**src/rtl/dual_issue_sequencer_if.sv**
```systemverilog
// Pair handshake between the instruction queue and the dual-issue sequencer.
interface dual_issue_sequencer_if;
  localparam int unsigned REG_W = 5;

  logic             pair_valid;
  logic             valid1;
  logic [REG_W-1:0] rd0;
  logic [REG_W-1:0] rs1_0;
  logic [REG_W-1:0] rs2_0;
  logic [REG_W-1:0] rd1;
  logic [REG_W-1:0] rs1_1;
  logic [REG_W-1:0] rs2_1;
  logic             wr0;
  logic             wr1;
  logic             use1_1;
  logic             use2_1;
  logic             issue0;
  logic             issue1;
  logic             pair_ack;

  // Queue side: presents the pair, receives issue pulses and the pop.
  modport master (
    output pair_valid, valid1, rd0, rs1_0, rs2_0, rd1, rs1_1, rs2_1,
    output wr0, wr1, use1_1, use2_1,
    input  issue0, issue1, pair_ack
  );

  // Sequencer side.
  modport slave (
    input  pair_valid, valid1, rd0, rs1_0, rs2_0, rd1, rs1_1, rs2_1,
    input  wr0, wr1, use1_1, use2_1,
    output issue0, issue1, pair_ack
  );
endinterface

```
**src/rtl/dual_issue_sequencer.sv**
```systemverilog
// Dual-issue sequencer: issues an instruction pair together when independent,
// otherwise splits it across two issue ticks. Tracks dual/split counts.
module dual_issue_sequencer (
  input  logic                    clk,
  input  logic                    reset,
  input  logic                    en,
  input  logic                    flush,
  dual_issue_sequencer_if.slave   bus,
  output logic                    busy,
  output logic [15:0]             dual_cnt,
  output logic [15:0]             split_cnt
);

  localparam int unsigned CNT_W = 16;
  localparam logic [CNT_W-1:0] CNT_MAX = {CNT_W{1'b1}};

  typedef enum logic {
    IDLE  = 1'b0,
    SPLIT = 1'b1
  } state_e;

  state_e           state;
  state_e           state_nxt;
  logic             issue0_nxt;
  logic             issue1_nxt;
  logic             ack_nxt;
  logic             dual_inc;
  logic             split_inc;
  logic             raw;
  logic             waw;
  logic             hazard;
  logic [CNT_W-1:0] dual_cnt_q;
  logic [CNT_W-1:0] split_cnt_q;

  // Slot1 dependence on slot0; x0 writes never create a dependence.
  always_comb begin
    raw    = bus.wr0 & (bus.rd0 != '0) &
             ((bus.use1_1 & (bus.rs1_1 == bus.rd0)) |
              (bus.use2_1 & (bus.rs2_1 == bus.rd0)));
    waw    = bus.wr0 & bus.wr1 & (bus.rd0 != '0) & (bus.rd0 == bus.rd1);
    hazard = bus.valid1 & (raw | waw);
  end

  // State register.
  always_ff @(posedge clk or posedge reset) begin
    if (reset) begin
      state <= IDLE;
    end else begin
      state <= state_nxt;
    end
  end

  // Next-state and pulse decode; flush wins over en and suppresses all pulses.
  always_comb begin
    state_nxt  = state;
    issue0_nxt = 1'b0;
    issue1_nxt = 1'b0;
    ack_nxt    = 1'b0;
    dual_inc   = 1'b0;
    split_inc  = 1'b0;
    if (flush) begin
      state_nxt = IDLE;
    end else if (en) begin
      case (state)
        IDLE: begin
          if (bus.pair_valid) begin
            issue0_nxt = 1'b1;
            if (!bus.valid1) begin
              ack_nxt = 1'b1;
            end else if (hazard) begin
              split_inc = 1'b1;
              state_nxt = SPLIT;
            end else begin
              issue1_nxt = 1'b1;
              ack_nxt    = 1'b1;
              dual_inc   = 1'b1;
            end
          end
        end
        SPLIT: begin
          // Queue holds the pair until ack, so pair_valid is not consulted.
          issue1_nxt = 1'b1;
          ack_nxt    = 1'b1;
          state_nxt  = IDLE;
        end
        default: state_nxt = IDLE;
      endcase
    end
  end

  // Registered one-clk issue/ack pulses.
  always_ff @(posedge clk or posedge reset) begin
    if (reset) begin
      bus.issue0   <= 1'b0;
      bus.issue1   <= 1'b0;
      bus.pair_ack <= 1'b0;
    end else begin
      bus.issue0   <= issue0_nxt;
      bus.issue1   <= issue1_nxt;
      bus.pair_ack <= ack_nxt;
    end
  end

  // Saturating performance counters.
  always_ff @(posedge clk or posedge reset) begin
    if (reset) begin
      dual_cnt_q  <= '0;
      split_cnt_q <= '0;
    end else begin
      if (dual_inc && (dual_cnt_q != CNT_MAX)) begin
        dual_cnt_q <= dual_cnt_q + CNT_W'(1);
      end
      if (split_inc && (split_cnt_q != CNT_MAX)) begin
        split_cnt_q <= split_cnt_q + CNT_W'(1);
      end
    end
  end

  // busy follows state directly; counters are driven straight from their registers.
  always_comb begin
    busy      = (state == SPLIT);
    dual_cnt  = dual_cnt_q;
    split_cnt = split_cnt_q;
  end

endmodule

```
**src/flat_wrapper.sv**
```systemverilog
// flat-port wrapper written by rule: the top's interface ports become plain ports
module dual_issue_sequencer_flat 
  (clk, reset, en, flush, busy, dual_cnt, split_cnt, bus_pair_valid, bus_valid1, bus_rd0, bus_rs1_0, bus_rs2_0, bus_rd1, bus_rs1_1, bus_rs2_1, bus_wr0, bus_wr1, bus_use1_1, bus_use2_1, bus_issue0, bus_issue1, bus_pair_ack);
  dual_issue_sequencer_if bus_i ();
  input  logic clk;
  input  logic reset;
  input  logic en;
  input  logic flush;
  output logic busy;
  output logic [15:0] dual_cnt;
  output logic [15:0] split_cnt;
  input wire logic [$bits(bus_i.pair_valid)-1:0] bus_pair_valid;
  input wire logic [$bits(bus_i.valid1)-1:0] bus_valid1;
  input wire logic [$bits(bus_i.rd0)-1:0] bus_rd0;
  input wire logic [$bits(bus_i.rs1_0)-1:0] bus_rs1_0;
  input wire logic [$bits(bus_i.rs2_0)-1:0] bus_rs2_0;
  input wire logic [$bits(bus_i.rd1)-1:0] bus_rd1;
  input wire logic [$bits(bus_i.rs1_1)-1:0] bus_rs1_1;
  input wire logic [$bits(bus_i.rs2_1)-1:0] bus_rs2_1;
  input wire logic [$bits(bus_i.wr0)-1:0] bus_wr0;
  input wire logic [$bits(bus_i.wr1)-1:0] bus_wr1;
  input wire logic [$bits(bus_i.use1_1)-1:0] bus_use1_1;
  input wire logic [$bits(bus_i.use2_1)-1:0] bus_use2_1;
  output wire logic [$bits(bus_i.issue0)-1:0] bus_issue0;
  output wire logic [$bits(bus_i.issue1)-1:0] bus_issue1;
  output wire logic [$bits(bus_i.pair_ack)-1:0] bus_pair_ack;
  assign bus_i.pair_valid = bus_pair_valid;
  assign bus_i.valid1 = bus_valid1;
  assign bus_i.rd0 = bus_rd0;
  assign bus_i.rs1_0 = bus_rs1_0;
  assign bus_i.rs2_0 = bus_rs2_0;
  assign bus_i.rd1 = bus_rd1;
  assign bus_i.rs1_1 = bus_rs1_1;
  assign bus_i.rs2_1 = bus_rs2_1;
  assign bus_i.wr0 = bus_wr0;
  assign bus_i.wr1 = bus_wr1;
  assign bus_i.use1_1 = bus_use1_1;
  assign bus_i.use2_1 = bus_use2_1;
  assign bus_issue0 = bus_i.issue0;
  assign bus_issue1 = bus_i.issue1;
  assign bus_pair_ack = bus_i.pair_ack;
  dual_issue_sequencer u_core (.clk(clk), .reset(reset), .en(en), .flush(flush), .bus(bus_i), .busy(busy), .dual_cnt(dual_cnt), .split_cnt(split_cnt));
endmodule
```
**config.mk**
```make
export PLATFORM = sky130hd
export DESIGN_NAME = dual_issue_sequencer_flat
export DESIGN_NICKNAME = d
export VERILOG_FILES = /design/src/rtl/dual_issue_sequencer_if.sv /design/src/rtl/dual_issue_sequencer.sv /design/src/flat_wrapper.sv
export SDC_FILE = /design/constraint.sdc
export NUM_CORES = 1
export LEC_CHECK = 0
export ABC_AREA = 0
export ABC_CLOCK_PERIOD_IN_PS = 5200
export CAP_MARGIN = 20
export CORE_ASPECT_RATIO = 2
export CORE_MARGIN = 2
export CORE_UTILIZATION = 47
export CTS_CLUSTER_DIAMETER = 80
export DETAILED_ROUTE_END_ITERATION = 8
export GPL_TIMING_DRIVEN = 1
export HOLD_SLACK_MARGIN = 0.03
export PLACE_DENSITY_LB_ADDON = 0.2
export SYNTH_ARGS = -nofsm -noshare
export SYNTH_HDL_FRONTEND = slang
export SYNTH_SLANG_ARGS = --single-unit
```
**constraint.sdc**
```tcl
create_clock -name clk -period 5.2 [get_ports clk]
set_input_delay 0.78 -clock clk [delete_from_list [all_inputs] [get_ports clk]]
set_output_delay 0.78 -clock clk [all_outputs]
set_load 0.03 [all_outputs]
```
### Yosys cells after proc, flatten, opt, wreduce, memory -nomap -nowiden

Index checks and enable logic that the tools add are counted.

| cells by class | value |
|---|---|
| muxes and demuxes | 27 |
| $add $sub $neg | 2 |
| reductions and logical operators | 4 |
| equality and inequality tests | 5 |
| magnitude comparators | 0 |
| divide/modulo/power cells | 0 |
| multipliers | 0 |
| shift-type cells | 0 |
| bitwise operators | 11 |

Operator list:

| kind | count |
|---|---|
| 16-bit by 1-bit adder with 16-bit output (second input constant) | 2 |
| 16-bit inequality test (second input constant) | 2 |
| 1-bit 2-to-1 mux | 24 |
| 5-bit == test | 3 |
| 1-bit bitwise AND | 8 |
| 1-bit case mux with 2 select lines | 3 |
| 5-bit nonzero test | 1 |
| 1-bit logical AND | 2 |
| 1-bit bitwise OR | 2 |
| 2-bit nonzero test | 1 |
| 1-bit NOT | 1 |

| storage, ports and cells | value |
|---|---|
| output and inout port bits | 36 |
| bits in latches | 0 |
| memories | 0 |
| bits in writable memories | 0 |
| input bits | 40 |
| bits in registers | 36 |
| bits in read-only memories | 0 |

### Longest topological paths before layout

Gate-level depths: netlist of run 1.

| depth | value |
|---|---|
| depth after elaboration | 13 |
| mapped depth | 8 |
| mapped depth without buffers | 7 |

### Worst setup path after synthesis of run 1

No wires, ideal clock.

| timing | value |
|---|---|
| path kind | input port to flip-flop |
| from | input port bus_rd0[1] |
| to | register u_core.dual_cnt_q[1], in the netlist u_core.dual_cnt[1] |
| library setup time | 128 ps |
| path slack | 3001 ps |
| stages on the path | 5 |
| arrival | 2072 ps |
| cell sequence | or4_1 > o21a_1 > o31ai_4 > nand2_1 > mux2_1 |

| between the ends | value |
|---|---|
| longest elaborated chain between the ends | 13 |
| elaborated cells between the ends (all ways) | 20 |
| classes of those cells | 3 x eq/ne; 6 x mux; 9 x bitwise; 2 x reduce/logical |

Ends and longest elaborated chain:

| element | line | text |
|---|---|---|
| start: declaration | flat_wrapper.sv:14 | `input wire logic [$bits(bus_i.rd0)-1:0] bus_rd0;` |
| 5-bit == test, on equally long branches | dual_issue_sequencer.sv:38, dual_issue_sequencer.sv:39 |  |
| 1-bit bitwise AND, on equally long branches | dual_issue_sequencer.sv:38, dual_issue_sequencer.sv:39 |  |
| 1-bit bitwise OR | dual_issue_sequencer.sv:38 | `((bus.use1_1 & (bus.rs1_1 == bus.rd0)) \|` |
| 1-bit bitwise AND | dual_issue_sequencer.sv:37 | `raw = bus.wr0 & (bus.rd0 != '0) &` |
| 1-bit bitwise OR * | dual_issue_sequencer.sv:41 | `hazard = bus.valid1 & (raw \| waw);` |
| 1-bit bitwise AND * | dual_issue_sequencer.sv:41 |  |
| 1-bit 2-to-1 mux * | dual_issue_sequencer.sv:70 | `end else if (hazard) begin` |
| 1-bit 2-to-1 mux * | dual_issue_sequencer.sv:68 | `if (!bus.valid1) begin` |
| 1-bit 2-to-1 mux * | dual_issue_sequencer.sv:66 | `if (bus.pair_valid) begin` |
| 1-bit 2-to-1 mux * | dual_issue_sequencer.sv:64 | `case (state)` |
| 1-bit 2-to-1 mux * | dual_issue_sequencer.sv:63 | `end else if (en) begin` |
| 1-bit 2-to-1 mux * | dual_issue_sequencer.sv:61 | `if (flush) begin` |
| 1-bit logical AND * | dual_issue_sequencer.sv:110 | `if (dual_inc && (dual_cnt_q != CNT_MAX)) begin` |
| end signal: assignment | dual_issue_sequencer.sv:111 | `dual_cnt_q <= dual_cnt_q + CNT_W'(1);` |
| end: declaration | dual_issue_sequencer.sv:32 | `logic [CNT_W-1:0] dual_cnt_q;` |

Every way passes the cells marked *; elsewhere a longest branch is shown, timed or not.
A chain may end at the register's enable or synchronous reset.

### Worst setup path in the final report of run 1

| timing | value |
|---|---|
| from | input port en |
| to | register u_core.split_cnt_q[1], in the netlist u_core.split_cnt[1] |

| between the ends | value |
|---|---|
| longest elaborated chain between the ends | 3 |

Ends and longest elaborated chain:

| element | line | text |
|---|---|---|
| start: declaration | flat_wrapper.sv:7 | `input logic en;` |
| 1-bit 2-to-1 mux | dual_issue_sequencer.sv:63 |  |
| 1-bit 2-to-1 mux | dual_issue_sequencer.sv:61 |  |
| 1-bit logical AND | dual_issue_sequencer.sv:113 | `if (split_inc && (split_cnt_q != CNT_MAX)) begin` |
| end signal: assignment | dual_issue_sequencer.sv:114 | `split_cnt_q <= split_cnt_q + CNT_W'(1);` |
| end: declaration | dual_issue_sequencer.sv:33 | `logic [CNT_W-1:0] split_cnt_q;` |

Every way passes these cells.

==> flow_summary.toml, run 1 <==
[outcome]
outcome = "completed"

[route]
vias_per_cell = 5.483
drcViolationCount = 0
antenna_left = 0
routedWlPerCell_um = 14.33
drtPass1Iterations = 4
routed_wl_um = 4271
vias = 1634
drtIter0Drc = 21

[synthesis]
syn_avg_cell_area_um2 = 11.13
syn_inst = 176
synthArstFlopShare_pct = 100.0
synth_edf_count = 0
synthFlopType = "dfrtp_1"
yosysUniqueCellTypes = 37
synth_area_leaders = "dfrtp_1, xnor2_1, xor2_1"
syn_nets = 218
ys_seq_elements = 36
synth_area_um2 = 1958
yosysTopAreaCell = "dfrtp_1"
synth_top_cell_area_share_pct = 46.01
yosysWarnings = 0
ys_seq_area_share_pct = 46.01

[clocking]
hold_buffers = 0
cts_buffers = 5
clk_pin_slew_worst_paths_ps = 80
clockRootBuffer = "clkbuf_8"
clock_latency_ps = 280
postCtsSetupBuffers = 0
clk_path_buf_depth = 2
cts_sinks = 36
htree_levels = 2
ctsResizeCount = 0
cts_tree = "done"

[die]
core_area_um2 = 4046
die_area_um2 = 4730
floorplan.rows = 33
die_h_um = 95.28
io_pins = 76
start_util_pct = 48.39
dieWidth_um = 49.64

[power]
irDropWorstVdd_mv = 0.1975
leakage_nw = 1.172
pwr-share-clk_pct = 34.7
power_frac_comb_pct = 20.2
seqPwrFrac_pct = 45.2
power.density_nw_per_um2 = 251.4
switching_power_w = 0.0001883
intPower_w = 0.0005059
swShare_pct = 27.12

[worst_setup_path]
cpMostUsedCell = "nand2_1"
worstPathCellList = "clkdlybuf4s50_1 -> nor2b_1 -> and3_1 -> nand2_1 -> a31oi_2 -> nand2_1 -> mux2_1"
worst-path-buf-inv = 1
crit_slowest_cell = "a31oi_2"
arrival_ps = 2970
start_kind = "primary input"
crit_family = "simple AND/OR/NAND/NOR gates"
endpoint_kind = "register"
cp.required_ps = 5360
slowest_delay_ps = 610
worstSetupPathType = "in2reg"
crit_fanout = 15

[global_routing]
grt_usage_pct = 19.56
gr-total-overflow = 0
grt_pass1_vias = 1686
grt_pass1_wl_um = 7162
grt_max_degree = 37
antenna_found_initial = 0

[finish]
antenna_cells = 0
final_cells = 298
num-nets-final = 287
final_util_pct = 68.24
drive_gt1_share_pct = 8.537
layout_common_cells = "clkdlybuf4s50_1, dfrtp_1, xnor2_1"
area_growth_pct = 41.02
final_common_cell = "clkdlybuf4s50_1"
num-fill-cells = 349

[timing]
fin_skew_ps = 7.123
fin_setup_tns_ps = 0
setup_viol = 0
hold_violations = 0
fmax_mhz = 355.8
timing.final.max_slew_violations = 0
worst_pin_slew_ps = 689.2
grt_setup_unrepaired = "false"
period_minus_slack_ps = 2811
post-route-period-util_pct = 54.05
relSlewSlack_pct = 53.91

[place]
place_inst = 290
gp_congestion = 0.7825
dpl.hpwl_um = 3270
io_buffers = 65

[worst_hold_path]
min_path_type = "reg2reg"

[job]
maxCapViolCount = 0
[final cells by class]
| cell class | instances | area (um^2) | share of cell area, % |
|---|---|---|---|
| clock inverter | 2 | 35.03 | 1.269 |
| clock buffer | 6 | 72.57 | 2.628 |
| tap | 52 | 65.06 | 2.356 |
| inverter | 5 | 18.77 | 0.6797 |
| sequential | 36 | 900.9 | 32.62 |
| timing repair buffer | 66 | 658.1 | 23.83 |
| multi-input combinational | 131 | 1011 | 36.61 |
[per-stage QoR]
step	hold WS, ps	area [um^2]	setup slack [ps]	total power, W
5_1_grt	513.2	2761	2267	0.0007246
3_5_place_dp	481.2	2654	2062	0.0004605
2_1_floorplan	658.9	1958	3001	0.0003918
4_1_cts	494.9	2761	2360	0.0006990
3_3_place_gp	477.1	2654	2092	0.0004584
6_report	492.1	2761	2389	0.0006942
[metal layers]
metal | GRT usage [%] | vias to the layer above | share of wire (%)
li1 | - | 773 | -
met1 | 18.62 | 795 | 35
met2 | 38.11 | 57 | 58
met3 | 4.545 | 9 | 4.8
met4 | 9.028 | 0 | 2.2
met5 | 0 | - | 0
[cell usage after synthesis (2+ instances only)]
cell,n
dfrtp_1,36
xnor2_1,27
nand3_1,17
xor2_1,15
and3_1,13
nand4_1,11
nand2_1,6
inv_1,5
nor3_2,5
and2_1,4
and4_1,4
a31oi_1,2
a31oi_2,2
ha_1,2
mux2_1,2
nor2_1,2
nor2b_1,2
nor4_1,2
[flip-flops by register name (all words and copies together), names as in the netlist]
signal	cells
u_core.bus.issue1	1
u_core.split_cnt	16
u_core.dual_cnt	16
u_core.bus.issue0	1
u_core.bus.pair_ack	1
u_core.busy	1
[path summary, 6_finish.rpt]
| check | start | endpoint | slack (ps) | cells past startpoint |
|---|---|---|---|---|
| max | en | u_core.split_cnt[1]$_DFFE_PP0P_ | 2390 | 7 |
| min | u_core.dual_cnt[11]$_DFFE_PP0P_ | u_core.dual_cnt[11]$_DFFE_PP0P_ | 490 | 1 |
| max reg2reg | u_core.split_cnt[0]$_DFFE_PP0P_ | u_core.split_cnt[1]$_DFFE_PP0P_ | 2820 | 6 |
| min reg2reg | u_core.dual_cnt[11]$_DFFE_PP0P_ | u_core.dual_cnt[11]$_DFFE_PP0P_ | 490 | 1 |
| max in group asynchronous | reset | u_core.split_cnt[12]$_DFFE_PP0P_ | 3980 | 3 |
| min in group asynchronous | reset | u_core.dual_cnt[7]$_DFFE_PP0P_ | 890 | 3 |
[cells by family after synthesis]
kind of cell,share of synthesized area (%)
xor gates and xnor gates,18.79
AOI/OAI and AO/OA,6.581
DFF,46.01
buffers and inverters,2.364
muxes,1.150
and+or+nand+nor,23.83
adders and majority gates,1.278
[power groups by stage]
| stage | Clock, W | Combinational [W] | Sequential, W |
|---|---|---|---|
| global route | 0.000258 | 0.000150 | 0.000316 |
| floorplan | 0 | 0.0000456 | 0.000346 |
| detailed placement | 0 | 0.000141 | 0.000319 |
| finish | 0.000241 | 0.000140 | 0.000314 |
| CTS | 0.000243 | 0.000142 | 0.000314 |
| global placement | 0 | 0.000140 | 0.000318 |
No activity file was read; power rests on OpenSTA's default activity.
==> inputs of run 2 (changes only) <==
--- a/config.mk
+++ b/config.mk
@@ -6,11 +6,11 @@
 export NUM_CORES = 1
 export LEC_CHECK = 0
 export ABC_AREA = 0
-export ABC_CLOCK_PERIOD_IN_PS = 5200
+export ABC_CLOCK_PERIOD_IN_PS = 2680
 export CAP_MARGIN = 20
 export CORE_ASPECT_RATIO = 2
 export CORE_MARGIN = 2
-export CORE_UTILIZATION = 47
+export CORE_UTILIZATION = 44
 export CTS_CLUSTER_DIAMETER = 80
 export DETAILED_ROUTE_END_ITERATION = 8
 export GPL_TIMING_DRIVEN = 1
==> constraint.sdc (replaced) <==
create_clock -name clk -period 2.68 [get_ports clk]
set_input_delay 0.402 -clock clk [delete_from_list [all_inputs] [get_ports clk]]
set_output_delay 0.402 -clock clk [all_outputs]
set_load 0.03 [all_outputs]
==> run 2 against run 1 <==
Net effect: sequential share of layout area shrank 0.52 points; clock power grew 95%; setup slack lost 2000 ps; routed wire length grew 5.3%; sequential cell count is the same; first-iteration DRC count grew 24%; core utilization shrank 2.9 points; via count shrank 0.24%; combinational power grew 99%; non-clock buffer count grew 4; critical path depth is the same; sequential power grew 93%; largest power group unchanged.
==> flow_summary.toml, run 2 (synthesis gave the netlist of run 1 again) <==
[global_routing]
antenna_found_initial = 0
grt_max_degree = 37
gr-total-overflow = 0
grt_pass1_vias = 1736
grt_pass1_wl_um = 7845
grt_usage_pct = 20.86

[clocking]
clk_path_buf_depth = 2
ctsResizeCount = 0
clk_pin_slew_worst_paths_ps = 70
htree_levels = 2
postCtsSetupBuffers = 0
hold_buffers = 0
clockRootBuffer = "clkbuf_8"
cts_buffers = 5
clock_latency_ps = 290
cts_tree = "done"
cts_sinks = 36

[route]
drtPass1Iterations = 4
routed_wl_um = 4496
routedWlPerCell_um = 14.79
wl_met1_um = 1418
wl_met2_um = 2773
drtIter0Drc = 26
vias = 1630
route.met3.wl_um = 213
vias_per_cell = 5.362
antenna_left = 0
top_layer = "met4"
drcViolationCount = 0

[finish]
num-fill-cells = 362
layout_common_cells = "clkdlybuf4s50_1, dfrtp_1, xnor2_1"
design_area_um2 = 2806
area_growth_pct = 43.32
multi_input_area_um2 = 1011
num-nets-final = 291
register_area_um2 = 900.9
final_common_cell = "clkdlybuf4s50_1"
antenna_cells = 0
drive_gt1_share_pct = 10.00

[timing]
grt_setup_unrepaired = "false"
finalWorstSetupSlack_ps = 409.7
timing.final.max_slew_violations = 0
fmax_mhz = 440.5
post-route-period-util_pct = 84.71
worst_pin_slew_ps = 462.5
fin_skew_ps = 7.860
relSlewSlack_pct = 69.17
hold_violations = 0
fin_setup_tns_ps = 0
setup_viol = 0
period_minus_slack_ps = 2270

[worst_setup_path]
start_kind = "primary input"
crit_slowest_cell = "clkdlybuf4s50_1"
crit_fanout = 10
arrival_ps = 2440
worstPathCellList = "clkdlybuf4s50_1 -> xor2_1 -> nor4_1 -> and3_4 -> o31ai_4 -> nand2_1 -> mux2_1"
worstSetupPathType = "in2reg"
cp.required_ps = 2850
regToRegSetupSlack_ps = 730
slowest_delay_ps = 600
endpoint_kind = "register"

[die]
floorplan.rows = 34
core_area_um2 = 4297
dieWidth_um = 51.17
start_util_pct = 45.57
io_pins = 76
die_area_um2 = 5032
die_h_um = 98.34

[power]
power.density_nw_per_um2 = 483.4
leakage_nw = 1.196
irDropWorstVdd_mv = 0.3671

[place]
placed_cell_area_um2 = 2699
gp_congestion = 0.7796
post-place-ws_ps = 83.15
io_buffers = 65
dpl.hpwl_um = 3543

[outcome]
outcome = "completed"

[job]
maxCapViolCount = 0

[worst_hold_path]
min_path_type = "reg2reg"
run 2: changes by cell type in the layout (fill, tap and decap cells not counted), sizes merged:
cell  delta
buf      +4
run 2: worst paths after layout:
| check | cells after the start | endpoint | start |
|---|---|---|---|
| max | 7 | u_core.dual_cnt[1]$_DFFE_PP0P_ | bus_rd0[1] |
| min reg2reg | 1 | u_core.split_cnt[14]$_DFFE_PP0P_ | u_core.split_cnt[14]$_DFFE_PP0P_ |
| min | 1 | u_core.split_cnt[14]$_DFFE_PP0P_ | u_core.split_cnt[14]$_DFFE_PP0P_ |
| min in group asynchronous | 3 | u_core.dual_cnt[4]$_DFFE_PP0P_ | reset |
| max in group asynchronous | 3 | u_core.split_cnt[7]$_DFFE_PP0P_ | reset |
| max reg2reg | 7 | u_core.dual_cnt[3]$_DFFE_PP0P_ | u_core.dual_cnt[0]$_DFFE_PP0P_ |
run 2: final cells by class:
| cell class | instances | area share, % |
|---|---|---|
| sequential | 36 | 32.10 |
| multi-input combinational | 131 | 36.02 |
| timing repair buffer | 70 | 24.97 |
| clock buffer | 6 | 2.586 |
| clock inverter | 2 | 1.248 |
| inverter | 5 | 0.6687 |
| tap | 54 | 2.407 |
run 2: through the flow:
step	power, W	util [%]	hold slack [ps]	cells
2_1_floorplan	0.0007602	-	500.3	176
3_3_place_gp	0.0008913	62.81	473.4	296
3_5_place_dp	0.0009026	62.81	482.6	296
4_1_cts	0.001374	65.32	499.0	304
5_1_grt	0.001419	65.32	517.2	304
6_report	0.001357	65.32	494.4	304
run 2: per-layer routing:
metal / up-vias / track usage (%)
li1: 774 / -
met1: 790 / 19.70
met2: 60 / 39.76
met3: 6 / 4.740
met4: 0 / 9.771
met5: - / 0
run 2: power breakdown:
group	leakage, nW	switching [W]	internal [W]
combinational	0.645	0.000142	0.000137
clock	0.0552	0.000194	0.000276
sequential	0.496	0.0000349	0.000573
total	1.20	0.000371	0.000986
run 2: worst max-delay path: cells and delay by family:
kind / cells / cell delay (ps)
AOI/OAI and AO/OA: 1 / 440
xor gates and xnor gates: 1 / 200
buffers and inverters: 1 / 600
muxes: 1 / 350
and+or+nand+nor: 3 / 440
==> inputs of run 3 (changes only) <==
--- a/config.mk
+++ b/config.mk
@@ -6,11 +6,11 @@
 export NUM_CORES = 1
 export LEC_CHECK = 0
 export ABC_AREA = 0
-export ABC_CLOCK_PERIOD_IN_PS = 2680
+export ABC_CLOCK_PERIOD_IN_PS = 1900
 export CAP_MARGIN = 20
 export CORE_ASPECT_RATIO = 2
 export CORE_MARGIN = 2
-export CORE_UTILIZATION = 44
+export CORE_UTILIZATION = 39
 export CTS_CLUSTER_DIAMETER = 80
 export DETAILED_ROUTE_END_ITERATION = 8
 export GPL_TIMING_DRIVEN = 1
==> constraint.sdc (replaced) <==
create_clock -name clk -period 1.9 [get_ports clk]
set_input_delay 0.285 -clock clk [delete_from_list [all_inputs] [get_ports clk]]
set_output_delay 0.285 -clock clk [all_outputs]
set_load 0.03 [all_outputs]
==> run 3 against run 2 <==
Net effect: die area up 12%; largest power group unchanged; critical path type is now reg2reg; global-route usage down 0.25 points; setup slack lost 340 ps.
==> flow_summary.toml, run 3 (synthesis gave the netlist of run 1 again) <==
[timing]
relSlewSlack_pct = 69.80
grt_setup_unrepaired = "true"
fin_setup_tns_ps = 0
fin_skew_ps = 13.52
hold_violations = 0
period_minus_slack_ps = 1833
worst_pin_slew_ps = 453.0
fin_hold_ws_ps = 398.5
setup_viol = 0
timing.final.max_slew_violations = 0
fmax_mhz = 545.7
post-route-period-util_pct = 96.45

[clocking]
cts_tree = "done"
cts_sinks = 36
clk_path_buf_depth = 2
clock_latency_ps = 290
cts_buffers = 5
clockRootBuffer = "clkbuf_8"
htree_levels = 2
clk_pin_slew_worst_paths_ps = 80

[finish]
num-nets-final = 321
layout_common_cells = "clkdlybuf4s50_1, dfrtp_1, buf_4"
final_common_cell = "clkdlybuf4s50_1"
final_cells = 337
multi_input_area_um2 = 1137
area_growth_pct = 61.85
design_area_um2 = 3169
antenna_cells = 0
num-fill-cells = 403
drive_gt1_share_pct = 27.86
register_area_um2 = 905.9

[route]
drtIter0Drc = 18
vias_per_cell = 5.243
vias = 1767
drtPass1Iterations = 4
drcViolationCount = 0
routed_wl_um = 5119
routedWlPerCell_um = 15.19
antenna_left = 0

[die]
io_pins = 76
die_h_um = 104.2
core_area_um2 = 4865
dieWidth_um = 54.11
die_area_um2 = 5638
floorplan.rows = 36
start_util_pct = 40.25

[global_routing]
grt_pass1_vias = 1921
grt_max_degree = 37
gr-total-overflow = 0
grt_pass1_wl_um = 8687
busiest_layer = "met2"
antenna_found_initial = 0
grtUsageMet1_pct = 21.27
gr-usage-met2_pct = 37.80
grt_usage_pct = 20.61
grt_use_met3_pct = 3.305

[worst_setup_path]
crit_fanout = 6
cp.required_ps = 2060
worstSetupPathType = "reg2reg"
endpoint_kind = "register"
arrival_ps = 2000
start_kind = "register"
reg2regPathDepth = 7

[place]
placed_cell_area_um2 = 2932
gp_congestion = 0.8026
dpl.hpwl_um = 3981
place_inst = 325
io_buffers = 65

[power]
irDropWorstVdd_mv = 0.4305
power.density_nw_per_um2 = 610.8
leakage_nw = 1.448

[worst_hold_path]
min_path_type = "in2async"

[outcome]
outcome = "completed"

[job]
maxCapViolCount = 0
## run 3: changes by cell type in the layout (fill, tap and decap cells not counted), sizes merged
cell	previous run	this run
buf	5	35
dlygate4sd2	0	3
dlymetal6s2s	0	10
clkdlybuf4s50	65	47
clkinv	1	0
clkinvlp	0	1
bufinv	1	0
clkbuf	6	11
clkdlybuf4s15	0	1
## run 3: worst paths after layout
kind,start,to,slack [ps]
max in group asynchronous,reset,u_core.dual_cnt[0]$_DFFE_PP0P_,1140
min in group clk,u_core.dual_cnt[14]$_DFFE_PP0P_,u_core.dual_cnt[14]$_DFFE_PP0P_,500
hold / removal,reset,u_core.split_cnt[6]$_DFFE_PP0P_,400
hold reg to reg,u_core.dual_cnt[14]$_DFFE_PP0P_,u_core.dual_cnt[14]$_DFFE_PP0P_,500
setup reg to reg,u_core.split_cnt[1]$_DFFE_PP0P_,u_core.split_cnt[11]$_DFFE_PP0P_,70
setup / recovery,u_core.split_cnt[1]$_DFFE_PP0P_,u_core.split_cnt[11]$_DFFE_PP0P_,70
## run 3: routing by layer
| layer | vias up | part of all wire [%] |
|---|---|---|
| met5 | - | 0 |
| met4 | 0 | 2.5 |
| met3 | 13 | 3.4 |
| met2 | 61 | 60 |
| met1 | 854 | 34 |
| li1 | 839 | - |
## run 3: layout make-up
| cell class | count | share of cell area (%) |
|---|---|---|
| multi-input combinational | 131 | 35.89 |
| tap | 57 | 2.250 |
| clock buffer | 7 | 2.724 |
| inverter | 5 | 0.5922 |
| sequential | 36 | 28.58 |
| clock inverter | 1 | 0.2369 |
| timing repair buffer | 100 | 29.73 |
## run 3: timing repair
action	4_1_cts	5_1_grt
hold buffers	0	0
gates resized for setup	20	29
endpoints found under the setup margin	33	30
gates cloned	0	0
setup buffers	1	3
pin swaps	12	13
hold endpoints to repair	0	0
## run 3: report_power, final
group	switching, W	internal (W)	total, W	leakage [nW]
combinational	0.000254	0.000260	0.000514	0.912
sequential	0.0000362	0.000812	0.000848	0.491
clock	0.000279	0.000295	0.000574	0.0445
total	0.000569	0.00137	0.00194	1.45
## run 3: per-stage QoR
stage | utilization (%) | power, W | setup WS (ps)
floorplan | - | 0.001098 | 1.471
global placement | 60.26 | 0.001352 | -547.5
detailed placement | 60.26 | 0.001366 | -541.2
CTS | 63.40 | 0.001948 | 11.14
global route | 65.15 | 0.002026 | -13.90
finish | 65.15 | 0.001936 | 67.42
## run 3: critical path, stage by stage (launching register included)
cell and delay [ps]:
dfrtp_2 430, ha_1 190, and3_1 200, and3_1 210
a31oi_4 190, buf_4 170, nand4_1 150, xnor2_1 160
